==> config.mk <==
export PLATFORM = sky130hd
export DESIGN_NAME = spi_master_reg_access
export DESIGN_NICKNAME = d
export VERILOG_FILES = /design/src/rtl/spi_reg_pkg.sv /design/src/rtl/spi_master_shift16.sv /design/src/rtl/spi_master_reg_access.sv
export SDC_FILE = /design/constraint.sdc
export NUM_CORES = 1
export LEC_CHECK = 0
export BUFFER_PORTS_ARGS = -buffer_cell sky130_fd_sc_hd__buf_2
export CAP_MARGIN = 5
export CORE_UTILIZATION = 57
export DETAILED_ROUTE_END_ITERATION = 8
export GPL_TIMING_DRIVEN = 0
export PLACE_DENSITY_LB_ADDON = 0.25
export REMOVE_ABC_BUFFERS = 1
export SLEW_MARGIN = 40
export SYNTH_ARGS = -nofsm -noshare
export SYNTH_HDL_FRONTEND = slang
export SYNTH_SLANG_ARGS = --single-unit
==> constraint.sdc <==
create_clock -name clk -period 2.95 [get_ports clk]
set_input_delay 0.59 -clock clk [delete_from_list [all_inputs] [get_ports clk]]
set_output_delay 0.59 -clock clk [all_outputs]
set_load 0.01 [all_outputs]
==> src/rtl/spi_reg_pkg.sv <==
// Shared definitions for the SPI register link: op codes, frame geometry,
// CPLD register addresses and the master sequencer state encoding.
package spi_reg_pkg;

  localparam int FRAME_BITS = 16;
  localparam int ADDR_BITS  = 14;

  localparam logic [1:0] OP_WRITE = 2'b00;
  localparam logic [1:0] OP_READ  = 2'b11;

  // Register map, kept identical to the slave-side decoder.
  localparam logic [ADDR_BITS-1:0] REG_BOARD_ID   = 14'h0001;
  localparam logic [ADDR_BITS-1:0] REG_PWM0       = 14'h0011;
  localparam logic [ADDR_BITS-1:0] REG_PWM1       = 14'h0012;
  localparam logic [ADDR_BITS-1:0] REG_PWM2       = 14'h0013;
  localparam logic [ADDR_BITS-1:0] REG_PWM3       = 14'h0014;
  localparam logic [ADDR_BITS-1:0] REG_PWM4       = 14'h0015;
  localparam logic [ADDR_BITS-1:0] REG_PWM5       = 14'h0016;
  localparam logic [ADDR_BITS-1:0] REG_VERSION_LO = 14'h001D;
  localparam logic [ADDR_BITS-1:0] REG_VERSION_HI = 14'h001E;
  localparam logic [ADDR_BITS-1:0] REG_PWM_LOAD   = 14'h00FF;

  typedef enum logic [2:0] {
    ST_IDLE       = 3'd0,
    ST_ADDR_FRAME = 3'd1,
    ST_GAP        = 3'd2,
    ST_DATA_FRAME = 3'd3,
    ST_DONE       = 3'd4
  } master_state_e;

  // Only the two legal op codes can ever be produced from the rw bit.
  function automatic logic [FRAME_BITS-1:0] addr_frame_word(
    input logic                 rw,
    input logic [ADDR_BITS-1:0] addr
  );
    return {(rw ? OP_READ : OP_WRITE), addr};
  endfunction

endpackage

==> src/rtl/spi_master_shift16.sv <==
// One 16-bit mode-0 SPI frame: chip select low, 16 SCLK pulses, MSB first,
// then one further half period before chip select is released.
module spi_master_shift16
  import spi_reg_pkg::*;
#(
  parameter int CLK_DIV = 4
) (
  input  logic                  clk,
  input  logic                  rst,
  input  logic                  start,
  input  logic [FRAME_BITS-1:0] tx_word,
  input  logic                  miso,
  output logic                  done,
  output logic [FRAME_BITS-1:0] rx_word,
  output logic                  sclk,
  output logic                  cs_n,
  output logic                  mosi
);

  localparam int DIV_W     = $clog2(CLK_DIV);
  localparam int HALF_LAST = 2 * FRAME_BITS;

  logic                  active;
  logic [DIV_W-1:0]      div_cnt;
  logic [5:0]            half_cnt;
  logic [FRAME_BITS-1:0] tx_sr;
  logic                  half_end;

  assign half_end = active && (div_cnt == DIV_W'(CLK_DIV - 1));
  // Strobe on the edge that releases chip select; the sequencer steps on it.
  assign done     = half_end && (half_cnt == 6'(HALF_LAST));

  always_ff @(posedge clk or posedge rst) begin
    if (rst) begin
      active   <= 1'b0;
      div_cnt  <= '0;
      half_cnt <= '0;
      tx_sr    <= '0;
      rx_word  <= '0;
      sclk     <= 1'b0;
      cs_n     <= 1'b1;
      mosi     <= 1'b0;
    end else if (start && !active) begin
      active   <= 1'b1;
      div_cnt  <= '0;
      half_cnt <= '0;
      cs_n     <= 1'b0;
      sclk     <= 1'b0;
      mosi     <= tx_word[FRAME_BITS-1];
      tx_sr    <= {tx_word[FRAME_BITS-2:0], 1'b0};
      rx_word  <= '0;
    end else if (half_end) begin
      div_cnt  <= '0;
      half_cnt <= half_cnt + 6'd1;
      if (done) begin
        active <= 1'b0;
        cs_n   <= 1'b1;
        sclk   <= 1'b0;
        mosi   <= 1'b0;
      end else if (!sclk) begin
        sclk    <= 1'b1;
        rx_word <= {rx_word[FRAME_BITS-2:0], miso};
      end else begin
        // MOSI only moves on the falling edge so it is stable across each rise.
        sclk  <= 1'b0;
        mosi  <= tx_sr[FRAME_BITS-1];
        tx_sr <= {tx_sr[FRAME_BITS-2:0], 1'b0};
      end
    end else if (active) begin
      div_cnt <= div_cnt + 1'b1;
    end
  end

endmodule

==> src/rtl/spi_master_reg_access.sv <==
// Register access sequencer: one request becomes an address frame, a fixed
// chip-select-high gap and a data frame, followed by a one-cycle response.
module spi_master_reg_access
  import spi_reg_pkg::*;
#(
  parameter int CLK_DIV   = 4,
  parameter int FRAME_GAP = 16
) (
  input  logic                  clk,
  input  logic                  rst,
  input  logic                  req_valid,
  output logic                  req_ready,
  input  logic                  req_rw,
  input  logic [ADDR_BITS-1:0]  req_addr,
  input  logic [FRAME_BITS-1:0] req_wdata,
  output logic                  rsp_valid,
  output logic [FRAME_BITS-1:0] rsp_rdata,
  output logic                  busy,
  output logic                  spi_sclk,
  output logic                  spi_cs_n,
  output logic                  spi_mosi,
  input  logic                  spi_miso
);

  // Handshake: a request transfers on a cycle with req_valid && req_ready;
  // req_ready is high only in IDLE, and rsp_valid is a single-cycle pulse.

  localparam int GAP_W = (FRAME_GAP > 1) ? $clog2(FRAME_GAP) : 1;

  master_state_e         state, state_next;
  logic                  rw_q;
  logic [FRAME_BITS-1:0] wdata_q;
  logic [GAP_W-1:0]      gap_cnt;
  logic                  gap_last;
  logic                  accept;
  logic                  frame_start;
  logic                  frame_done;
  logic [FRAME_BITS-1:0] tx_word;
  logic [FRAME_BITS-1:0] rx_word;

  assign accept      = (state == ST_IDLE) && req_valid;
  assign gap_last    = (state == ST_GAP) && (gap_cnt == GAP_W'(FRAME_GAP - 1));
  assign frame_start = accept || gap_last;
  // The address frame is built straight from the request so it starts on the
  // accepting edge; everything the data frame needs is captured there too.
  assign tx_word     = (state == ST_IDLE) ? addr_frame_word(req_rw, req_addr)
                                          : (rw_q ? '0 : wdata_q);

  always_ff @(posedge clk or posedge rst) begin
    if (rst) begin
      state <= ST_IDLE;
    end else begin
      state <= state_next;
    end
  end

  always_comb begin
    state_next = state;
    unique case (state)
      ST_IDLE:       if (req_valid)  state_next = ST_ADDR_FRAME;
      ST_ADDR_FRAME: if (frame_done) state_next = ST_GAP;
      ST_GAP:        if (gap_last)   state_next = ST_DATA_FRAME;
      ST_DATA_FRAME: if (frame_done) state_next = ST_DONE;
      ST_DONE:                       state_next = ST_IDLE;
      default:                       state_next = ST_IDLE;
    endcase
  end

  always_comb begin
    req_ready = (state == ST_IDLE);
    busy      = (state != ST_IDLE);
    rsp_valid = (state == ST_DONE);
  end

  always_ff @(posedge clk or posedge rst) begin
    if (rst) begin
      rw_q      <= 1'b0;
      wdata_q   <= '0;
      gap_cnt   <= '0;
      rsp_rdata <= '0;
    end else begin
      if (accept) begin
        rw_q    <= req_rw;
        wdata_q <= req_wdata;
      end
      if (state == ST_GAP) begin
        gap_cnt <= gap_cnt + 1'b1;
      end else begin
        gap_cnt <= '0;
      end
      if ((state == ST_DATA_FRAME) && frame_done) begin
        rsp_rdata <= rw_q ? rx_word : '0;
      end
    end
  end

  spi_master_shift16 #(
    .CLK_DIV(CLK_DIV)
  ) u_shift (
    .clk     (clk),
    .rst     (rst),
    .start   (frame_start),
    .tx_word (tx_word),
    .miso    (spi_miso),
    .done    (frame_done),
    .rx_word (rx_word),
    .sclk    (spi_sclk),
    .cs_n    (spi_cs_n),
    .mosi    (spi_mosi)
  );

endmodule
Yosys cells after proc, flatten, opt, wreduce, memory -nomap -nowiden
Index checks and enable logic that the tools add are counted.
{"block": "classes", "addsub": 3, "n_eq_ne": 13, "mux": 37, "reduce_logical": 20}
{"cell": "$mux 16", "n": 11}
{"cell": "$mux 1", "n": 14}
{"cell": "$mux 3", "n": 4}
{"cell": "$mux 6", "n": 2}
{"cell": "$pmux 3 s4", "n": 1}
{"cell": "$ne 2x2->1 const B", "n": 5}
{"cell": "$reduce_bool 3->1", "n": 3}
{"cell": "$mux 2", "n": 4}
{"cell": "$add 6x1->6 const B", "n": 1}
{"cell": "$eq 3x2->1 const B", "n": 2}
{"cell": "$eq 6x6->1 const B", "n": 1}
{"cell": "$logic_and 1x1->1", "n": 6}
{"cell": "$reduce_and 3->1", "n": 2}
{"cell": "$reduce_bool 2->1", "n": 3}
{"cell": "$add 4x1->4 const B", "n": 1}
{"cell": "$eq 4x4->1 const B", "n": 1}
{"cell": "$mux 4", "n": 1}
{"cell": "$reduce_and 2->1", "n": 2}
{"cell": "$reduce_and 4->1", "n": 1}
{"cell": "$eq 3x1->1 const B", "n": 1}
{"cell": "$eq 3x3->1 const B", "n": 1}
{"cell": "$logic_not 3->1", "n": 1}
{"cell": "$add 2x1->2 const B", "n": 1}
{"cell": "$eq 2x2->1 const B", "n": 1}
{"cell": "3 further kinds", "n": 3}
{"block": "word_totals", "regBits": 84, "out_inout_bits": 22, "wordCells": 86}

Depth between registers and ports, before layout
Gate-level depths: netlist of run 1.
{"block": "depth", "word_depth": 6, "depth_mapped": 8, "ltp_nobuf": 6}

Modules after synthesis
Synthesis of run 1 repeated with hierarchy kept, for this count alone.
{"block": "hier_totals", "hier_cells": 332, "hier_area_um2": 3986.3}
{"mod": "spi_master_reg_access", "instances": 1, "cells_each": 173, "area_per_inst_um2": 2035.7, "seq_area_each_um2": 1001.0}
{"mod": "spi_master_shift16", "instances": 1, "cells_each": 159, "area_per_inst_um2": 1950.6, "seq_area_each_um2": 1077.3}

Least setup slack after synthesis of run 1
OpenSTA, ideal clock, no wires.
{"block": "synth_timing", "path_type": "flip-flop to flip-flop", "start": "register u_shift.half_cnt[0]", "end": "register rsp_rdata[13]", "setup_time_ps": 129, "arrival_ps": 1916, "slack_ps": 905, "stages_incl_launch_ff": 9, "period_less_slack_ps": 2045, "cell_sequence": "dfrtp_1 inv_1 ha_1 or3b_1 or4_1 clkbuf_1 clkbuf_1 nand2_1 o21ai_0"}
{"block": "synth_between", "elab_chain_cells": 3}
{"item": "start: declaration", "line": "spi_master_shift16.sv:25", "source": "logic [5:0] half_cnt;"}
{"item": "start signal: assignment", "line": "spi_master_shift16.sv:54", "source": "half_cnt <= half_cnt + 6'd1;"}
{"item": "$eq 6x6->1", "line": "spi_master_shift16.sv:31", "source": "assign done = half_end && (half_cnt == 6'(HALF_LAST));"}
{"item": "$logic_and 1x1->1", "line": "spi_master_shift16.sv:31"}
{"item": "$logic_and 1x1->1", "line": "spi_master_reg_access.sv:91", "source": "if ((state == ST_DATA_FRAME) && frame_done) begin"}
{"item": "end signal: assignment", "line": "spi_master_reg_access.sv:92", "source": "rsp_rdata <= rw_q ? rx_word : '0;"}
{"item": "end: declaration", "line": "spi_master_reg_access.sv:17", "source": "output logic [FRAME_BITS-1:0] rsp_rdata,"}
Every way passes these cells.
A chain may end at the register's enable or synchronous reset.

Worst setup path after layout of run 1
{"block": "layout_timing", "start": "register state[1]", "end": "register u_shift.tx_sr[15]"}
{"block": "layout_between", "elab_chain_cells": 6, "word_cells_on_any_way": 12, "cone_classes": "2 x eq/ne; 2 x mux; 8 x reduce/logical"}
{"item": "start: declaration", "line": "spi_master_reg_access.sv:30", "source": "master_state_e state, state_next;"}
{"item": "start signal: assignment", "line": "spi_master_reg_access.sv:53", "source": "state <= state_next;"}
{"item": "$eq 3x2->1 or $logic_not 3->1 (tied branches)", "line": "spi_master_reg_access.sv:42, spi_master_reg_access.sv:41, spi_master_reg_access.sv:46"}
{"item": "$logic_and 1x1->1 (on tied branches)", "line": "spi_master_reg_access.sv:42, spi_master_reg_access.sv:41"}
{"item": "$logic_or 1x1->1", "line": "spi_master_reg_access.sv:43", "source": "assign frame_start = accept || gap_last;"}
{"item": "$logic_and 1x1->1", "line": "spi_master_shift16.sv:43", "source": "end else if (start && !active) begin"}
{"item": "$ne 2x1->1 (no source line) or $reduce_bool 2->1 (tied branches)"}
{"item": "$reduce_and 3->1 (no source line)"}
{"item": "end signal: assignment", "line": "spi_master_shift16.sv:50", "source": "tx_sr <= {tx_word[FRAME_BITS-2:0], 1'b0};"}
{"item": "end signal: assignment", "line": "spi_master_shift16.sv:67", "source": "tx_sr <= {tx_sr[FRAME_BITS-2:0], 1'b0};"}
{"item": "end: declaration", "line": "spi_master_shift16.sv:26", "source": "logic [FRAME_BITS-1:0] tx_sr;"}
Parallel ways exist; a longest one is shown, timed or not.

==> summary.txt, run 1 <==
Power
  – Cell Int Power: 2.25 mW
  – Switching share of power: 30.9%
  – Sequential power share: 47.8%
  – Power Total: 3.25 mW
  – Combinational power share: 23.3%
  – Clock power frac: 28.9%
  – Max VDD drop: 406 µV
  – PD cells: 745 nW/µm²
  – Pleak: 2.00 nW
  – P_sw: 1.00 mW

Min path
  – Worst min path class: in -> async

Logic synthesis
  – Register area share after synthesis: 54.7%
  – Primary FF master, synth: dfrtp_1
  – Synth Area in Adders: 1.32%
  – Netlist cell types: 48
  – Compound-Gate Fraction of Synth Area: 19.6%
  – Synth cell count leaders: 89 x nand2_1, 82 x dfrtp_1, 17 x nor2_1, 16 x a22o_1, 16 x clkbuf_1
  – Multiplexer share of the synthesized area: 0.560%
  – Synth top area share: 54.0%
  – Fraction of registers with async set/reset: 100%
  – Largest family of logic cells by synthesized area: compound AO/OA/AOI/OAI gates
  – Top-count cell post-synth: nand2_1
  – Yosys warns: 0
  – Area leader, netlist: dfrtp_1
  – Mapped cell area: 3800 µm²
  – Synth top area cells: dfrtp_1 54%, nand2_1 8.8%, a22o_1 3.7%
  – Post-Synth Simple-Gate Area: 18.1%
  – Yosys reg bits: 83
  – Synth Instances: 371
  – Xor/xnor cell area share of the yosys netlist: 1.61%
  – Avg Cell Area, Syn: 10.2 µm²
  – Post-synth EDFFs: 0

Route
  – Routed vias: 2932
  – Router iterations before antenna repair: 4
  – Routed vias/inst: 5.89
  – Drt wl/cell: 15.8 µm
  – Total Wirelength: 7880 µm
  – Initial DRC Count: 178
  – Antenna Nets Post-Route: 0
  – # DRC: 0

Clock network
  – Post CTS Setup Buffer Count: 0
  – CTS tree: done
  – Later-pin clock latency in the skew report: 0.36 ns
  – Clock transition at the registers of the reported paths: 0.09 ns
  – H-tree depth: 3
  – CTS Buffer Depth: 2
  – Clock Sinks: 83
  – Root buffer cell: clkbuf_8
  – Total CTS buffers: 9

STA
  – Max-slew violation count: 0
  – Final hold violations: 0
  – Fin Setup TNS: 0 ns
  – RSZ-0062 raised after global routing: no
  – Clock Skew: 0.00941 ns
  – FMAX: 365 MHz
  – Min cycle time layout: 2.74 ns
  – Final Cycle Share: 93.0%
  – Worst-Margin Slew: 0.852 ns
  – Endpoints failing setup: 0
  – Max-slew headroom: 43.2%
  – Worst hold slack: 0.162 ns

Floorplan
  – Die height: 83.6 µm
  – Die W: 83.6 µm
  – Initial core utilization: 59.5%
  – # rows: 29
  – # IOs: 57
  – Core area: 6390 µm²
  – Die ar.: 6990 µm²

Critical path
  – Critical path launch point type: flop
  – Critical Path RT: 3.25 ns
  – Kind of critical path: reg -> reg
  – Critical Path End Type: flop
  – Crit path max fanout: 25
  – Arrival time at the worst endpoint: 3.04 ns

Global routing
  – GRT overflow: 0
  – First-pass GRT wire length: 13400 µm
  – Overall global routing resource usage: 24.1%
  – Vias in the first global route: 2910
  – Initial antenna violation count: 0
  – Largest net degree at the start of global routing: 63

Cells and area
  – FILL cells: 543
  – Syn-to-layout area delta: 14.9%
  – Diodes inserted: 0
  – Share of layout cells above drive strength 1: 20.7%
  – Final instance area: 4360 µm²
  – Nets: 455
  – Layout Cells excl Fill: 498

Job
  – Max-cap violations: 0

Placement
  – Routability Congestion: 0.836
  – Placed Instances: 481
  – Number of port buffers: 56
  – DP HPWL: 5000 µm
  – Area after DPL: 4120 µm²

Status
  – Status: completed
## per-stage QoR
| stage | worst slack (ns) | utilization, % |
|---|---|---|
| 6_report | 0.208 | 68.3 |
| 5_1_grt | 0.111 | 68.3 |
| 4_1_cts | 0.230 | 68.3 |
| 3_5_place_dp | -0.230 | 64.5 |
| 3_3_place_gp | -1.67 | 63.4 |
| 2_1_floorplan | -0.254 | - |
## repair_timing
item | 4_1_cts | 5_1_grt
setup endpoints to repair | 32 | 0
gates resized for setup | 1 | 0
hold buffers | 0 | 0
## registers in the layout (all words and copies together), names as in the netlist, 2 cells and up
name,count
wdata_q,16
rsp_rdata,16
u_shift.rx_word,16
u_shift.tx_sr,15
u_shift.div_cnt,2
u_shift.half_cnt,6
state,3
gap_cnt,4
## worst paths after layout
check	from	end	slack, ns	cells after the start
min in group clk	req_wdata[9]	wdata_q[9]$_DFFE_PP0P_	0.41	3
min	rst	u_shift.active$_DFFE_PP0P_	0.16	2
max in group asynchronous	rst	rsp_rdata[8]$_DFFE_PP0P_	2.24	3
max reg2reg	state[1]$_DFFE_PP0P_	u_shift.tx_sr[15]$_DFFE_PP0P_	0.21	4
min reg2reg	gap_cnt[0]$_DFF_PP0_	gap_cnt[0]$_DFF_PP0_	0.47	1
max	state[1]$_DFFE_PP0P_	u_shift.tx_sr[15]$_DFFE_PP0P_	0.21	4
## cells in the final DEF, fill, tap and decap left out, types with 2 or more instances in the layout
| cell type | n |
|---|---|
| nand2_1 | 89 |
| dfrtp_1 | 82 |
| buf_2 | 59 |
| nor2_1 | 17 |
| a22o_1 | 16 |
| a31oi_1 | 15 |
| nor4b_1 | 14 |
| a2bb2oi_1 | 14 |
| o22a_1 | 14 |
| o21ai_0 | 10 |
| o21ai_1 | 10 |
| clkbuf_8 | 9 |
| inv_1 | 6 |
| xor2_1 | 5 |
| nor3b_1 | 4 |
| a21oi_1 | 4 |
| nand3_1 | 4 |
| inv_6 | 4 |
| ha_1 | 4 |
| and3_1 | 3 |
| and2_1 | 2 |
| a21o_1 | 2 |
| xnor2_1 | 2 |
| nand4_1 | 2 |
| bufinv_16 | 2 |
## critical path: stages, from the launching register on
cell and delay [ns]:
dfrtp_1 0.90, or4b_1 0.66, o22ai_4 0.42, o2111a_2 0.47
o22a_1 0.22
## final cells by class
cell class                      instances  area [µm²]  share of cell area (%)
Sequential cell                        83        2080                    47.6
Multi-Input combinational cell        254        1600                    36.7
Timing Repair Buffer                   60         323                    7.40
Clock buffer                            9         124                    2.84
Clock inverter                          7         105                    2.41
Tap cell                               77        96.3                    2.21
Inverter                                8        35.0                   0.803
## power by group through the flow
stage | combinational [mW] | clock [mW] | sequential (mW)
floorplan | 0.587 | 0 | 1.52
global placement | 0.715 | 0 | 1.56
detailed placement | 0.760 | 0 | 1.57
CTS | 0.768 | 0.952 | 1.55
global route | 0.840 | 1.00 | 1.59
finish | 0.759 | 0.938 | 1.55
## layer usage
metal	vias to the layer above	track usage (%)	routed length (µm)
met3	15	4.45	313
met4	0	11.6	152
li1	1426	-	-
met2	69	39.4	3850
met1	1422	31.2	3570
met5	-	0	0
## cell families after synthesis
family                     count (synthesis)
xor gates and xnor gates                   7
AOI/OAI and AO/OA                         96
adders and majority gates                  4
DFF                                       83
buffers and inverters                     35
and+or+nand+nor                          144
muxes                                      2
No activity file was read; power rests on OpenSTA's default activity.
==> run 2: changes to the inputs <==
--- a/config.mk
+++ b/config.mk
@@ -5,8 +5,10 @@
 export SDC_FILE = /design/constraint.sdc
 export NUM_CORES = 1
 export LEC_CHECK = 0
+export ABC_AREA = 1
 export BUFFER_PORTS_ARGS = -buffer_cell sky130_fd_sc_hd__buf_2
 export CAP_MARGIN = 5
+export CORE_MARGIN = 4
 export CORE_UTILIZATION = 57
 export DETAILED_ROUTE_END_ITERATION = 8
 export GPL_TIMING_DRIVEN = 0
==> run 2 against run 1 <==
Die area is 22% higher. Worst setup slack improved by 0.13 ns. Clock power increased by 6.5%. Non-clock buffer count down 2. Largest power group unchanged. Via count rose by 18%. Synthesized cell count rose by 37%. Final area up 6.3%. Critical path depth up 2. Global-route usage decreased by 2.2 points.
==> summary.txt, run 2 <==
Placement
  – Routability Congestion: 0.803 (was 0.836)
  – DP HPWL: 5560 µm (was 5000 µm)
  – Number of port buffers: 56 (unchanged)

Critical path
  – Most used cell along the critical path: nand2_4
  – CP delay by family, top: compound AO/OA/AOI/OAI gates (unchanged)
  – CP cell instances: nor2_4, nand2_4, o21ai_4, nand2_4, o21ai_2, o21ai_0 (was or4b_1, o22ai_4, o2111a_2, o22a_1)
  – Critical Path End Type: flop (unchanged)
  – Critical Path RT: 3.15 ns (was 3.25 ns)
  – Critical path launch point type: flop (unchanged)
  – Reg2Reg Depth: 6 (was 4)
  – Slowest-stage cell, CP: o21ai_4 (was dfrtp_1)
  – R2r endpoint: u_shift.tx_sr[1]$_DFFE_PP0P_ (was u_shift.tx_sr[15]$_DFFE_PP0P_)
  – RR Startpoint: state[0]$_DFFE_PP0P_ (was state[1]$_DFFE_PP0P_)
  – Reg-to-reg slack, setup: 0.34 ns (was 0.21 ns)
  – Arrival time at the worst endpoint: 2.81 ns (was 3.04 ns)
  – Critical Path Max Stage Delay: 0.47 ns (was 0.90 ns)
  – Kind of critical path: reg -> reg (unchanged)
  – Crit path max fanout: 51 (was 25)
  – CP Buf/Inv Count: 0 (unchanged)
  – Total stage count of the critical path: 6 (was 4)

Route
  – Total Wirelength: 8560 µm (was 7880 µm)
  – Initial DRC Count: 246 (was 178)
  – Router iterations before antenna repair: 4 (unchanged)
  – Routed vias/inst: 5.33 (was 5.89)
  – Routed vias: 3456 (was 2932)
  – # DRC: 0 (unchanged)
  – Drt wl/cell: 13.2 µm (was 15.8 µm)
  – Antenna Nets Post-Route: 0 (unchanged)

STA
  – Worst-Margin Slew: 0.646 ns (was 0.852 ns)
  – Final Cycle Share: 88.4% (was 93.0%)
  – Max-slew headroom: 56.9% (was 43.2%)
  – Worst hold slack: 0.192 ns (was 0.162 ns)
  – Max-slew violation count: 0 (unchanged)
  – FMAX: 383 MHz (was 365 MHz)
  – Endpoints failing setup: 0 (unchanged)
  – RSZ-0062 raised after global routing: no (unchanged)
  – Clock Skew: 0.0103 ns (was 0.00941 ns)
  – Final hold violations: 0 (unchanged)
  – Min cycle time layout: 2.61 ns (was 2.74 ns)

Power
  – Clock power frac: 45.6% (was 28.9%)
  – Sequential power share: 52.1% (was 47.8%)
  – Cell Int Power: 1.73 mW (was 2.25 mW)
  – P_sw: 0.463 mW (was 1.00 mW)
  – PD cells: 473 nW/µm² (was 745 nW/µm²)
  – Max VDD drop: 218 µV (was 406 µV)
  – Switching share of power: 21.1% (was 30.9%)
  – Combinational power share: 2.4% (was 23.3%)
  – Power Total: 2.19 mW (was 3.25 mW)
  – Pleak: 2.41 nW (was 2.00 nW)

Logic synthesis
  – Synth top area share: 50.6% (was 54.0%)
  – Mapped cell area: 4060 µm² (was 3800 µm²)
  – Yosys warns: 0 (unchanged)
  – Register area share after synthesis: 51.2% (was 54.7%)
  – Synth Instances: 507 (was 371)
  – Fraction of registers with async set/reset: 100% (unchanged)
  – Top-count cell post-synth: nand2_1 (unchanged)
  – Netlist cell types: 29 (was 48)
  – Post-synth EDFFs: 0 (unchanged)
  – Primary FF master, synth: dfrtp_1 (unchanged)
  – Synth top area cells: dfrtp_1 51%, nand2_1 16%, nand3_1 6.9% (was dfrtp_1 54%, nand2_1 8.8%, a22o_1 3.7%)
  – Yosys reg bits: 83 (unchanged)
  – Area leader, netlist: dfrtp_1 (unchanged)
  – Synth cell count leaders: 174 x nand2_1, 82 x dfrtp_1, 56 x nand3_1, 39 x o21ai_0, 34 x nor2_1 (was 89 x nand2_1, 82 x dfrtp_1, 17 x nor2_1, 16 x a22o_1, 16 x clkbuf_1)
  – Avg Cell Area, Syn: 8.00 µm² (was 10.2 µm²)

Cells and area
  – Nets: 587 (was 455)
  – Final design utilization: 67.5% (was 68.3%)
  – Share of layout cells above drive strength 1: 16.5% (was 20.7%)
  – Diodes inserted: 0 (unchanged)
  – Commonest non-fill, non-tap cells in the layout: 174 x nand2_1, 81 x dfrtp_1, 56 x nand3_1, 56 x buf_2, 39 x o21ai_0 (was 89 x nand2_1, 82 x dfrtp_1, 59 x buf_2)
  – Biggest regs: rsp_rdata x16, u_shift.rx_word x16, wdata_q x16 (unchanged)
  – Syn-to-layout area delta: 14.2% (was 14.9%)
  – Most common cell after layout, fill and taps aside: nand2_1 (unchanged)

Global routing
  – Overall global routing resource usage: 21.9% (was 24.1%)
  – Largest net degree at the start of global routing: 57 (was 63)
  – Vias in the first global route: 3343 (was 2910)
  – Initial antenna violation count: 0 (unchanged)
  – First-pass GRT wire length: 15300 µm (was 13400 µm)
  – GRT overflow: 0 (unchanged)

Clock network
  – Root buffer cell: clkbuf_8 (unchanged)
  – # hold bufs at CTS: 0 (unchanged)
  – Post CTS Setup Buffer Count: 0 (unchanged)
  – # resized after CTS: 0 (was 1)
  – CTS Buffer Depth: 2 (unchanged)
  – CTS tree: done (unchanged)
  – H-tree depth: 3 (unchanged)
  – Total CTS buffers: 9 (unchanged)
  – Clock transition at the registers of the reported paths: 0.09 ns (about the same)
  – Later-pin clock latency in the skew report: 0.35 ns (was 0.36 ns)
  – Clock Sinks: 83 (unchanged)

Min path
  – Worst min path class: in -> async (unchanged)

Status
  – Status: completed (unchanged)

Job
  – Max-cap violations: 0 (unchanged)

Floorplan
  – Core area: 6870 µm² (was 6390 µm²)
  – Die height: 92.4 µm (was 83.6 µm)
  – # IOs: 57 (unchanged)
  – Die ar.: 8530 µm² (was 6990 µm²)
  – Die W: 92.4 µm (was 83.6 µm)
  – # rows: 30 (was 29)
  – Initial core utilization: 59.1% (was 59.5%)
-- run 2: routing by layer --
| layer | global-route usage [%] | wire length [µm] | up-vias |
|---|---|---|---|
| met4 | 6.31 | 108 | 0 |
| li1 | - | - | 1728 |
| met2 | 37.0 | 4300 | 89 |
| met5 | 0 | 0 | - |
| met1 | 29.4 | 3770 | 1627 |
| met3 | 3.41 | 372 | 12 |
-- run 2: worst max-delay path by stage --
stage / from / endpoint / slack, ns
2_1_floorplan: rst / gap_cnt[0]$_DFF_PP0_ / 0.22
3_3_place_gp: rst / u_shift.half_cnt[2]$_DFFE_PP0P_ / -0.73
3_5_place_dp: state[0]$_DFFE_PP0P_ / u_shift.tx_sr[1]$_DFFE_PP0P_ / 0.08
4_1_cts: state[0]$_DFFE_PP0P_ / u_shift.tx_sr[1]$_DFFE_PP0P_ / 0.02
5_1_grt: state[0]$_DFFE_PP0P_ / u_shift.tx_sr[10]$_DFFE_PP0P_ / 0.07
6_report: state[0]$_DFFE_PP0P_ / u_shift.tx_sr[1]$_DFFE_PP0P_ / 0.34
-- run 2: per-stage QoR --
step                      setup slack [ns]  TNS (ns)  instance area (µm²)  std cells
after floorplan                      0.225         0                 3920        479
after global placement              -0.728    -65.46                 4320        631
after detailed placement            0.0767         0                 4380        633
after CTS                           0.0169         0                 4630        649
after global routing                0.0718         0                 4640        649
final                                0.342         0                 4640        649
-- run 2: kinds of logic after synthesis --
group,after synthesis,share of synthesized area (%)
AOI/OAI and AO/OA,76,11.8
xor gates and xnor gates,3,0.648
adders and majority gates,4,1.23
buffers and inverters,66,6.85
DFF,83,51.2
and+or+nand+nor,275,28.2
-- run 2: worst reg2reg max path: stages (launching register included) --
cell,delay [ns]
dfrtp_1,0.46
nor2_4,0.37
nand2_4,0.14
o21ai_4,0.47
nand2_4,0.46
o21ai_2,0.41
o21ai_0,0.16
-- run 2: power by group through the flow --
stage / clock network [mW] / logic, mW / registers, mW
after floorplan: 0 / 0.0191 / 1.16
after global placement: 0 / 0.0480 / 1.16
after detailed placement: 0 / 0.0542 / 1.16
after CTS: 1.01 / 0.0544 / 1.14
after global routing: 1.07 / 0.0608 / 1.14
final: 0.999 / 0.0520 / 1.14
-- run 2: area by class of cell --
cell class | instances | area (µm²)
tap | 96 | 120
multi-input combinational | 358 | 1720
clock inverter | 7 | 124
inverter | 38 | 148
fill | 580 | 2230
sequential | 83 | 2080
clock buffer | 9 | 124
timing repair buffer | 58 | 323
